`config.mk`:
```
export PLATFORM = sky130hd
export DESIGN_NAME = srl_fifo
export DESIGN_NICKNAME = d
export VERILOG_FILES = /design/src/rtl/srl_fifo.sv
export SDC_FILE = /design/constraint.sdc
export NUM_CORES = 1
export LEC_CHECK = 0
export CORE_MARGIN = 2
export CORE_UTILIZATION = 61
export DETAILED_ROUTE_END_ITERATION = 10
export GPL_ROUTABILITY_DRIVEN = 0
export PLACE_DENSITY = 0.79
export SLEW_MARGIN = 20
export SYNTH_ARGS = -nofsm -noshare
export SYNTH_HDL_FRONTEND = slang
export SYNTH_SLANG_ARGS = --single-unit
```
`constraint.sdc`:
```
create_clock -name clk -period 18.35 [get_ports clk]
set_clock_uncertainty 0.2 [all_clocks]
set_input_delay 5.505 -clock clk [delete_from_list [all_inputs] [get_ports clk]]
set_output_delay 5.505 -clock clk [all_outputs]
set_load 0.01 [all_outputs]
```
`src/rtl/srl_fifo.sv`:
```
// Shift-register FIFO: writes shift a common chain, reads index it by fill level,
// giving first-word-fall-through output with registered flow-control and error flags.
module srl_fifo #(
  parameter int unsigned WIDTH     = 8,
  parameter int unsigned DEPTH     = 32,
  parameter int unsigned AFULL_LVL = 28,
  localparam int unsigned AW       = $clog2(DEPTH)
) (
  input  logic             clk,
  input  logic             rst_n,
  input  logic             ce,
  input  logic             wr_en,
  input  logic [WIDTH-1:0] wr_data,
  output logic             wr_full,
  output logic             almost_full,
  input  logic             rd_en,
  output logic [WIDTH-1:0] rd_data,
  output logic             rd_valid,
  output logic [AW:0]      level,
  output logic             overflow,
  output logic             underflow
);

  localparam logic [AW:0] LVL_DEPTH = (AW+1)'(DEPTH);
  localparam logic [AW:0] LVL_AFULL = (AW+1)'(AFULL_LVL);
  localparam logic [AW:0] LVL_ONE   = (AW+1)'(1);

  logic [WIDTH-1:0] srl [DEPTH];
  logic             ra;
  logic             wa;
  logic [AW:0]      next_level;
  logic [AW-1:0]    rd_addr;

  // Accept decisions and next fill level
  always_comb begin
    ra         = ce & rd_en & (level != '0);
    wa         = ce & wr_en & ((level < LVL_DEPTH) | ra);
    next_level = level;
    if (wa && !ra)      next_level = level + LVL_ONE;
    else if (ra && !wa) next_level = level - LVL_ONE;
  end

  // Storage chain carries no reset so it can map onto SRL primitives
  always_ff @(posedge clk) begin
    if (wa) begin
      for (int i = DEPTH - 1; i > 0; i--) srl[i] <= srl[i-1];
      srl[0] <= wr_data;
    end
  end

  // Level and flags all derive from the next level so they never lag
  always_ff @(posedge clk or negedge rst_n) begin
    if (!rst_n) begin
      level       <= '0;
      rd_valid    <= 1'b0;
      wr_full     <= 1'b0;
      almost_full <= 1'b0;
      overflow    <= 1'b0;
      underflow   <= 1'b0;
    end else if (ce) begin
      level       <= next_level;
      rd_valid    <= (next_level != '0);
      wr_full     <= (next_level == LVL_DEPTH);
      almost_full <= (next_level >= LVL_AFULL);
      overflow    <= wr_en & ~wa;
      underflow   <= rd_en & (level == '0);
    end
  end

  // Oldest word sits at level-1; an empty FIFO just shows srl[0]
  always_comb begin
    rd_addr = '0;
    if (level != '0) rd_addr = AW'(level - LVL_ONE);
  end

  assign rd_data = srl[rd_addr];

endmodule

```
==> results of run 1 <==
==> stage by stage <==
step                instances  area [µm²]  worst slack, ns  hold WS (ns)  utilization (%)
floorplan                 786       11150            4.845        0.2180                -
global placement         1001       11620            7.888        0.2263            64.69
detailed placement       1001       11620            7.687        0.2293            64.69
CTS                      1049       12540            7.025        0.2423            69.78
global route             1049       12550            7.033        0.2546            69.84
finish                   1049       12550            7.221        0.2415            69.84
==> where the power goes <==
part	total [mW]	internal [mW]	switching, mW
logic	0.926	0.329	0.597
clock network	0.573	0.342	0.231
registers	0.779	0.722	0.0572
==> layout by cell type, fill, tap and decap left out, drive strengths merged, types with 2 or more instances in the layout <==
cell	instances
a211oi	32
a21o	8
a21oi	23
a221o	3
a221oi	12
a22oi	2
a2bb2oi	6
a31oi	20
a32oi	8
buf	13
bufinv	5
clkbuf	33
clkdlybuf4s50	31
clkinv	9
dfrtp	11
edfxtp	256
ha	3
inv	12
mux2	8
mux2i	29
nand2	61
nand2b	4
nand3	39
nand4	14
nor2	20
nor2b	30
nor3	19
nor4	3
o21a	3
o21ai	49
o221ai	5
o22ai	14
o31ai	3
o32ai	14
==> worst max-delay path, delay by kind of cell (launching register included) <==
family / cells / cell delay, ns
buffers and inverters: 3 / 1.67
and+or+nand+nor: 1 / 0.84
AOI/OAI and AO/OA: 4 / 0.83
adders and majority gates: 1 / 0.78
DFF: 1 / 0.74
==> routing by layer <==
metal	wire [µm]	vias to the layer above
li1	-	3138
met5	0	-
met1	10150	3561
met3	2679	90
met2	12170	564
met4	1013	0
==> sequential cells by signal, summed over array words and instances, names as in the netlist <==
name / flops
almost_full: 1
level: 6
overflow: 1
rd_valid: 1
srl: 256
underflow: 1
wr_full: 1
==> area by class of cell <==
type,count,area (µm²)
sequential,267,7966
fill,1165,5418
multi-input combinational,449,2924
clock buffer,33,698.2
timing repair buffer,44,407.9
tap,229,286.5
clock inverter,15,217.7
inverter,12,45.04
==> path summary, 6_finish.rpt <==
check / cells past startpoint / slack, ns / end / start
min: 0 / 0.24 / srl[12][2]$_DFFE_PP_ / srl[11][2]$_DFFE_PP_
max: 9 / 7.22 / rd_data[7] / level[0]$_DFFE_PN0P_
min in group asynchronous: 1 / 5.10 / underflow$_DFFE_PN0P_ / rst_n
min reg2reg: 0 / 0.24 / srl[12][2]$_DFFE_PP_ / srl[11][2]$_DFFE_PP_
max in group asynchronous: 1 / 12.45 / level[0]$_DFFE_PN0P_ / rst_n
max reg2reg: 7 / 14.16 / wr_full$_DFFE_PN0P_ / level[0]$_DFFE_PN0P_
==> logic make-up (layout without fill, tap and decap cells) <==
family	Yosys count	count (layout)	share of synthesized area [%]
XOR/XNOR	1	1	0.07862
buffers and inverters	70	104	2.684
flip-flops	267	267	71.47
adder cells (fa/ha/maj)	3	3	0.3369
AND/OR/NAND/NOR	201	201	9.119
AO/OA/AOI/OAI	207	207	12.90
multiplexers	37	37	3.414
==> flow_summary_export.csv, run 1 <==
group,metric,value,unit
status,run_status,"finished, final reports clean",
yosys,ys_top_cells_by_count,"edfxtp_1, nand2_1, o21ai_0",
yosys,synthTopCellsByArea,"edfxtp_1, mux2i_1, dfrtp_1",
power_and_ir_drop,p_total,2.279,mW
yosys,syn_area,11140,µm²
global_route,grt_pass1_wl,39.84,mm
sta,max_slew_margin,30.06,%
detailed_routing,routed_wl,26.02,mm
global_route,met1_usage,37.29,%
global_route,grtUsageMet3,4.800,%
run,maxCapViolations,0,
global_route,use_met2,40.94,%
yosys,yosys_warnings,0,
yosys,synth_most_common_cell,"edfxtp_1",
clocking,clock_latency,0.55,ns
clocking,clockBufferDepth,3,
setup_path,worstSetupEndpointType,"primary output",
power_and_ir_drop,pwr_density_cell,181.6,nW/µm²
clocking,cts_buffers,27,
sta,min_period,11.13,ns
floorplan,design.die.area,19360,µm²
setup_path,critical_path.cell_chain,"inv_1 -> ha_1 -> clkinv_1 -> nor2_2 -> a221oi_1 -> o21ai_0 -> a31oi_1 -> a32oi_1 -> clkdlybuf4s50_1",
setup_path,cp_slowest_cell,"nor2_2",
clocking,h-tree-depth,1,
global_route,grt_overflow,0,
sta,worst_slew_pin_slew,1.045,ns
cells_and_area,layout-drive-gt1-share,9.024,%
clocking,ctsHoldBuffers,0,
place,place_hpwl,14.80,mm
floorplan,core,17960,µm²
clocking,cts_tree,"done",
yosys,synth_edf_count,256,
detailed_routing,firstDrtPassIters,7,
yosys,synth.avg_cell_area,14.18,µm²
clocking,postCtsSetupBuffers,0,
clocking,clock_tree.root_cell,"clkbuf_16",
detailed_routing,drt-wirelength-per-cell,24.80,µm
detailed_routing,drt_iter0_markers,1119,
yosys,syn-instance-count,786,
detailed_routing,vias,7353,
cells_and_area,area_growth,12.60,%
global_route,grt_antenna_before_repair,0,
setup_path,crit_type,"flip-flop to primary output",
global_route,grt_max_degree,80,
global_route,grt-busiest-layer,"met2",
place,io_buffer_count,31,
setup_path,cpPeakStageDelay,0.84,ns
hold_path,hp-class,"flip-flop to flip-flop",
sta,maxClockFrequency,89.85,MHz
setup_path,path_max_fanout,36,
global_route,grt_pass1_vias,7097,
sta,maxSlewViolCount,0,
yosys,yosysSeqAreaShare,71.47,%
global_route,grt.total_usage,26.30,%
setup_path,crit_required,12.64,ns
floorplan,die_x,139.2,µm
floorplan,initial_core_util,62.03,%
clocking,path_clk_slew,0.07,ns
sta,grt_setup_unrepaired,"no",
cells_and_area,nets,817,
yosys,async_flop_share,4.120,%
sta,setup_viol,0,
yosys,synth_ff_type,"edfxtp_1",
detailed_routing,vias_per_cell,7.010,
clocking,cts_resized,0,
yosys,synthDistinctLibCells,57,
floorplan,pin_count,32,
detailed_routing,ant_nets,0,
yosys,yosys.area.top_type_share,68.99,%
yosys,ys_ff_latch,267,
setup_path,crit_arrival,5.42,ns
detailed_routing,drc,0,
yosys,yosys.area.top_type,"edfxtp_1",
floorplan,die_y,139.2,µm
cells_and_area,diodes,0,
clocking,clock_sinks,267,
sta,period_share,60.65,%
yosys,syn_nets,802,
power_and_ir_drop,peakVddDrop,0.1459,mV
power_and_ir_drop,leakagePower,4.113,nW
setup_path,start_kind,"flip-flop",
sta,tns,0,ns
floorplan,num_rows,49,
sta,finalHoldViolations,0,
No activity file was read; power rests on OpenSTA's default activity.
==> run 2: changes to the inputs <==
--- a/config.mk
+++ b/config.mk
@@ -6,10 +6,10 @@
 export NUM_CORES = 1
 export LEC_CHECK = 0
 export CORE_MARGIN = 2
-export CORE_UTILIZATION = 61
+export CORE_UTILIZATION = 55
 export DETAILED_ROUTE_END_ITERATION = 10
 export GPL_ROUTABILITY_DRIVEN = 0
-export PLACE_DENSITY = 0.79
+export PLACE_DENSITY = 0.75
 export SLEW_MARGIN = 20
 export SYNTH_ARGS = -nofsm -noshare
 export SYNTH_HDL_FRONTEND = slang
==> constraint.sdc (replaced) <==
create_clock -name clk -period 9.8 [get_ports clk]
set_clock_uncertainty 0.2 [all_clocks]
set_input_delay 2.94 -clock clk [delete_from_list [all_inputs] [get_ports clk]]
set_output_delay 2.94 -clock clk [all_outputs]
set_load 0.01 [all_outputs]
==> flow_summary_export.csv, run 2 (synthesized netlist as in run 1, its figures left out) <==
group,metric,value,unit
status,run_status,"finished, final reports clean",
sta,hold_slack,0.2450,ns
run,maxCapViolations,0,
sta,min_period,8.683,ns
cells_and_area,fillers,1487,
global_route,grt_overflow,0,
sta,period_share,88.61,%
place,io_buffer_count,31,
cells_and_area,diodes,0,
floorplan,initial_core_util,55.60,%
place,place_hpwl,14.08,mm
global_route,grt_pass1_vias,6993,
cells_and_area,nets,819,
cells_and_area,max_flop_register,"srl",
cells_and_area,final_common_cell,"edfxtp_1",
sta,fin_ws,1.117,ns
floorplan,pin_count,32,
cells_and_area,regArea,7966,µm²
global_route,grt.total_usage,23.04,%
clocking,clock_latency,0.55,ns
cells_and_area,largest_reg_flops,256,
detailed_routing,vias,7235,
power_and_ir_drop,pwr_density_cell,335.4,nW/µm²
floorplan,design.die.area,21410,µm²
power_and_ir_drop,leakagePower,4.116,nW
power_and_ir_drop,peakVddDrop,0.1604,mV
detailed_routing,drt-wirelength-per-cell,22.83,µm
place,pre_cts_ws,1.845,ns
clocking,path_clk_slew,0.06,ns
detailed_routing,drc,0,
cells_and_area,area_growth,13.25,%
hold_path,hp-class,"flip-flop to flip-flop",
cells_and_area,layout_common_cells,"edfxtp_1, nand2_1, o21ai_0",
floorplan,die_y,146.3,µm
sta,finalHoldViolations,0,
cells_and_area,layout-drive-gt1-share,8.727,%
detailed_routing,routed_wl,25.00,mm
global_route,grt_antenna_before_repair,0,
setup_path,path_max_fanout,51,
global_route,grt_max_degree,82,
sta,worst_slew_pin_slew,1.072,ns
setup_path,crit_type,"flip-flop to primary output",
cells_and_area,multi_input_area,2922,µm²
global_route,grt_pass1_wl,39.13,mm
clocking,clockBufferDepth,3,
clocking,ctsHoldBuffers,0,
setup_path,crit_arrival,5.54,ns
detailed_routing,firstDrtPassIters,6,
clocking,clock_tree.root_cell,"clkbuf_16",
detailed_routing,vias_per_cell,6.607,
clocking,cts_resized,0,
clocking,cts_tree,"done",
clocking,cts_buffers,28,
floorplan,num_rows,52,
clocking,postCtsSetupBuffers,0,
clocking,clock_sinks,267,
sta,grt_setup_unrepaired,"no",
floorplan,core,20040,µm²
setup_path,start_kind,"flip-flop",
sta,maxSlewViolCount,0,
detailed_routing,drt_iter0_markers,811,
clocking,h-tree-depth,1,
cells_and_area,reg_top3,"srl: 256 flops, level: 6 flops",
sta,maxClockFrequency,115.2,MHz
setup_path,crit_required,6.66,ns
detailed_routing,ant_nets,0,
sta,tns,0,ns
sta,setup_viol,0,
setup_path,worstSetupEndpointType,"primary output",
floorplan,die_x,146.3,µm
sta,max_slew_margin,28.43,%
## run 2: layout make-up
type	instances	share of cell area [%]
Sequential cell	267	63.13
Multi-Input combinational cell	449	23.15
Clock buffer	32	5.672
Timing Repair Buffer	45	3.292
Tap cell	270	2.677
Clock inverter	20	1.715
Inverter	12	0.3570
## run 2: power breakdown
group	internal, mW	switching [mW]
Clock	0.629	0.434
Sequential	1.35	0.112
Combinational	0.619	1.09
## run 2: per-layer routing
layer	wire (µm)	vias to the layer above	track usage [%]
met5	0	-	0
met4	462	0	5.583
met3	2693	44	5.188
met2	11640	448	35.40
met1	10210	3577	34.08
li1	-	3166	-
## run 2: worst max-delay path, stage by stage (launching register included)
cell and delay [ns]:
dfrtp_4 0.81, inv_1 0.36, ha_1 0.79, clkinv_1 0.76, nor2_2 0.92, a221oi_1 0.21
o21ai_0 0.13, nand3_1 0.10, a32oi_1 0.30, clkdlybuf4s50_1 0.60
## run 2: path summary, 6_finish.rpt
path                            cells after the start  slack, ns            startpoint                    to
worst max-delay path                                9       1.12  level[0]$_DFFE_PN0P_            rd_data[0]
worst min-delay path                                0       0.24  srl[15][3]$_DFFE_PP_  srl[16][3]$_DFFE_PP_
worst max register to register                      8       5.81  level[0]$_DFFE_PN0P_   wr_full$_DFFE_PN0P_
worst min register to register                      0       0.24  srl[15][3]$_DFFE_PP_  srl[16][3]$_DFFE_PP_
max in group asynchronous                           1       6.49                 rst_n  level[0]$_DFFE_PN0P_
min in group asynchronous                           1       2.54                 rst_n  level[5]$_DFFE_PN0P_
## run 2: stage by stage
stage / util, % / cell area (µm²) / cells / total power, mW
finish: 62.97 / 12620 / 1095 / 4.232
global route: 62.97 / 12620 / 1095 / 4.424
CTS: 62.95 / 12610 / 1095 / 4.215
detailed placement: 58.30 / 11680 / 1043 / 3.148
global placement: 58.25 / 11670 / 1043 / 3.108
floorplan: - / 11150 / 786 / 2.538
==> run 3: changes to the inputs <==
--- a/config.mk
+++ b/config.mk
@@ -8,8 +8,9 @@
 export CORE_MARGIN = 2
 export CORE_UTILIZATION = 55
 export DETAILED_ROUTE_END_ITERATION = 10
-export GPL_ROUTABILITY_DRIVEN = 0
+export GPL_ROUTABILITY_DRIVEN = 1
 export PLACE_DENSITY = 0.75
+export REMOVE_ABC_BUFFERS = 1
 export SLEW_MARGIN = 20
 export SYNTH_ARGS = -nofsm -noshare
 export SYNTH_HDL_FRONTEND = slang
==> flow_summary_export.csv, run 3 (synthesized netlist as in run 1, its figures left out) <==
group,metric,value,unit
status,run_status,"finished, final reports clean",
setup_path,path_max_fanout,32,
place,pre_cts_ws,2.256,ns
detailed_routing,drt_iter0_markers,1009,
detailed_routing,vias_per_cell,6.572,
place,place_hpwl,13.93,mm
cells_and_area,fillers,1517,
sta,worst_slew_pin_slew,1.040,ns
floorplan,initial_core_util,55.60,%
cells_and_area,final_common_cell,"edfxtp_1",
sta,grt_setup_unrepaired,"no",
cells_and_area,multi_input_area,2919,µm²
cells_and_area,diodes,0,
sta,setup_viol,0,
setup_path,cpPeakStageDelay,0.80,ns
clocking,ctsHoldBuffers,0,
setup_path,reg2reg_depth,7,
setup_path,r2r-start,"level[0]$_DFFE_PN0P_",
sta,maxSlewViolCount,0,
sta,tns,0,ns
place,io_buffer_count,31,
floorplan,num_rows,52,
floorplan,core,20040,µm²
sta,finalHoldViolations,0,
detailed_routing,drt-wirelength-per-cell,23.10,µm
run,maxCapViolations,0,
setup_path,crit_arrival,5.10,ns
cells_and_area,layout_common_cells,"edfxtp_1, nand2_1, o21ai_0",
cells_and_area,reg_top3,"srl: 256 flops, level: 6 flops",
clocking,clock_latency,0.54,ns
place,place_area,11680,µm²
setup_path,r2r_end,"wr_full$_DFFE_PN0P_",
detailed_routing,ant_nets,0,
cells_and_area,design_area,12560,µm²
global_route,grt_antenna_before_repair,0,
detailed_routing,drc,0,
power_and_ir_drop,pwr_density_cell,331.6,nW/µm²
hold_path,hp-class,"flip-flop to flip-flop",
global_route,grt_max_degree,229,
setup_path,rrSetupSlack,5.97,ns
cells_and_area,max_flop_register,"srl",
sta,period_share,84.03,%
global_route,grt_pass1_wl,39.52,mm
setup_path,critical_path.cell_chain,"inv_1 -> ha_1 -> clkinv_1 -> nor2_1 -> buf_4 -> a21oi_1 -> a221o_1 -> a32oi_1 -> clkdlybuf4s50_1",
cells_and_area,nets,817,
power_and_ir_drop,p_total,4.166,mW
clocking,postCtsSetupBuffers,0,
clocking,h-tree-depth,1,
floorplan,die_x,146.3,µm
setup_path,worstSetupEndpointType,"primary output",
hold_path,min_from,"srl[23][3]$_DFFE_PP_",
clocking,path_clk_slew,0.06,ns
sta,maxClockFrequency,121.4,MHz
floorplan,pin_count,32,
hold_path,whs_path_depth,0,
cells_and_area,layout-drive-gt1-share,8.394,%
power_and_ir_drop,peakVddDrop,0.2371,mV
global_route,grt_overflow,0,
clocking,clock_sinks,267,
global_route,grt.total_usage,23.52,%
floorplan,design.die.area,21410,µm²
clocking,clock_tree.root_cell,"clkbuf_16",
setup_path,crit_required,6.66,ns
sta,max_slew_margin,30.66,%
cells_and_area,regArea,7966,µm²
cells_and_area,largest_reg_flops,256,
detailed_routing,vias,7177,
cells_and_area,area_growth,12.73,%
sta,min_period,8.235,ns
detailed_routing,firstDrtPassIters,5,
setup_path,start_kind,"flip-flop",
global_route,grt_pass1_vias,6964,
place,place_congestion,0.8424,
sta,fin_ws,1.565,ns
clocking,cts_resized,0,
floorplan,die_y,146.3,µm
clocking,cts_buffers,27,
detailed_routing,routed_wl,25.22,mm
clocking,clockBufferDepth,3,
setup_path,cp_slowest_cell,"clkinv_1",
hold_path,whs_endpoint,"srl[24][3]$_DFFE_PP_",
setup_path,crit_type,"flip-flop to primary output",
clocking,cts_tree,"done",
power_and_ir_drop,leakagePower,4.088,nW
run 3: changes by cell type in the layout (fill, tap and decap cells not counted), moves of 2 or more:
cell	change
buf_4	-3
a21oi_2	+3
a21oi_1	-2
clkinv_1	-3
clkbuf_1	+4
run 3: layout make-up:
cell class	count	share of cell area, %
inverters	12	0.3586
multi-input cells	449	23.24
clock inverters	15	1.165
flip-flops and latches	267	63.42
repair buffers	44	3.506
well taps	270	2.690
clock buffers	35	5.618
run 3: metrics by stage:
stage,instances,hold WS (ns),util (%)
after floorplan,728,0.2180,-
after global placement,1041,0.2200,58.29
after detailed placement,1041,0.2253,58.29
after CTS,1091,0.2407,62.54
after global routing,1092,0.2428,62.68
final,1092,0.2424,62.68
run 3: where the power goes:
group          internal, mW  switching [mW]  leakage (nW)  total, mW
Combinational         0.622            1.08          1.19       1.70
Clock                 0.585           0.427         0.410       1.01
Sequential             1.35           0.102          2.49       1.45
run 3: layer usage:
layer  part of all wire [%]  routed length, µm  GRT usage [%]  vias to the layer above
met5                      0                  0              0                        -
met4                    3.1                772          8.981                        0
met3                    9.4               2361          5.125                       64
met2                     46              11570          35.26                      424
met1                     42              10520          34.25                     3548
li1                       -                  -              -                     3141
run 3: critical path, delay by kind of cell, from the launching register on:
family	cells	cell delay [ns]
AO/OA/AOI/OAI	3	0.65
buffers and inverters	4	2.00
AND/OR/NAND/NOR	1	0.42
flip-flops	1	0.68
adder cells (fa/ha/maj)	1	0.77
run 3: how the worst max path moves through the flow:
stage / from / endpoint / slack, ns / cells after the start
2_1_floorplan: ce / srl[0][0]$_DFFE_PP_ / -6.72 / 2
3_3_place_gp: level[0]$_DFFE_PN0P_ / rd_data[6] / 2.34 / 9
3_5_place_dp: level[0]$_DFFE_PN0P_ / rd_data[6] / 2.26 / 9
4_1_cts: level[0]$_DFFE_PN0P_ / rd_data[6] / 1.66 / 9
5_1_grt: level[0]$_DFFE_PN0P_ / rd_data[6] / 1.27 / 9
6_report: level[0]$_DFFE_PN0P_ / rd_data[6] / 1.56 / 9
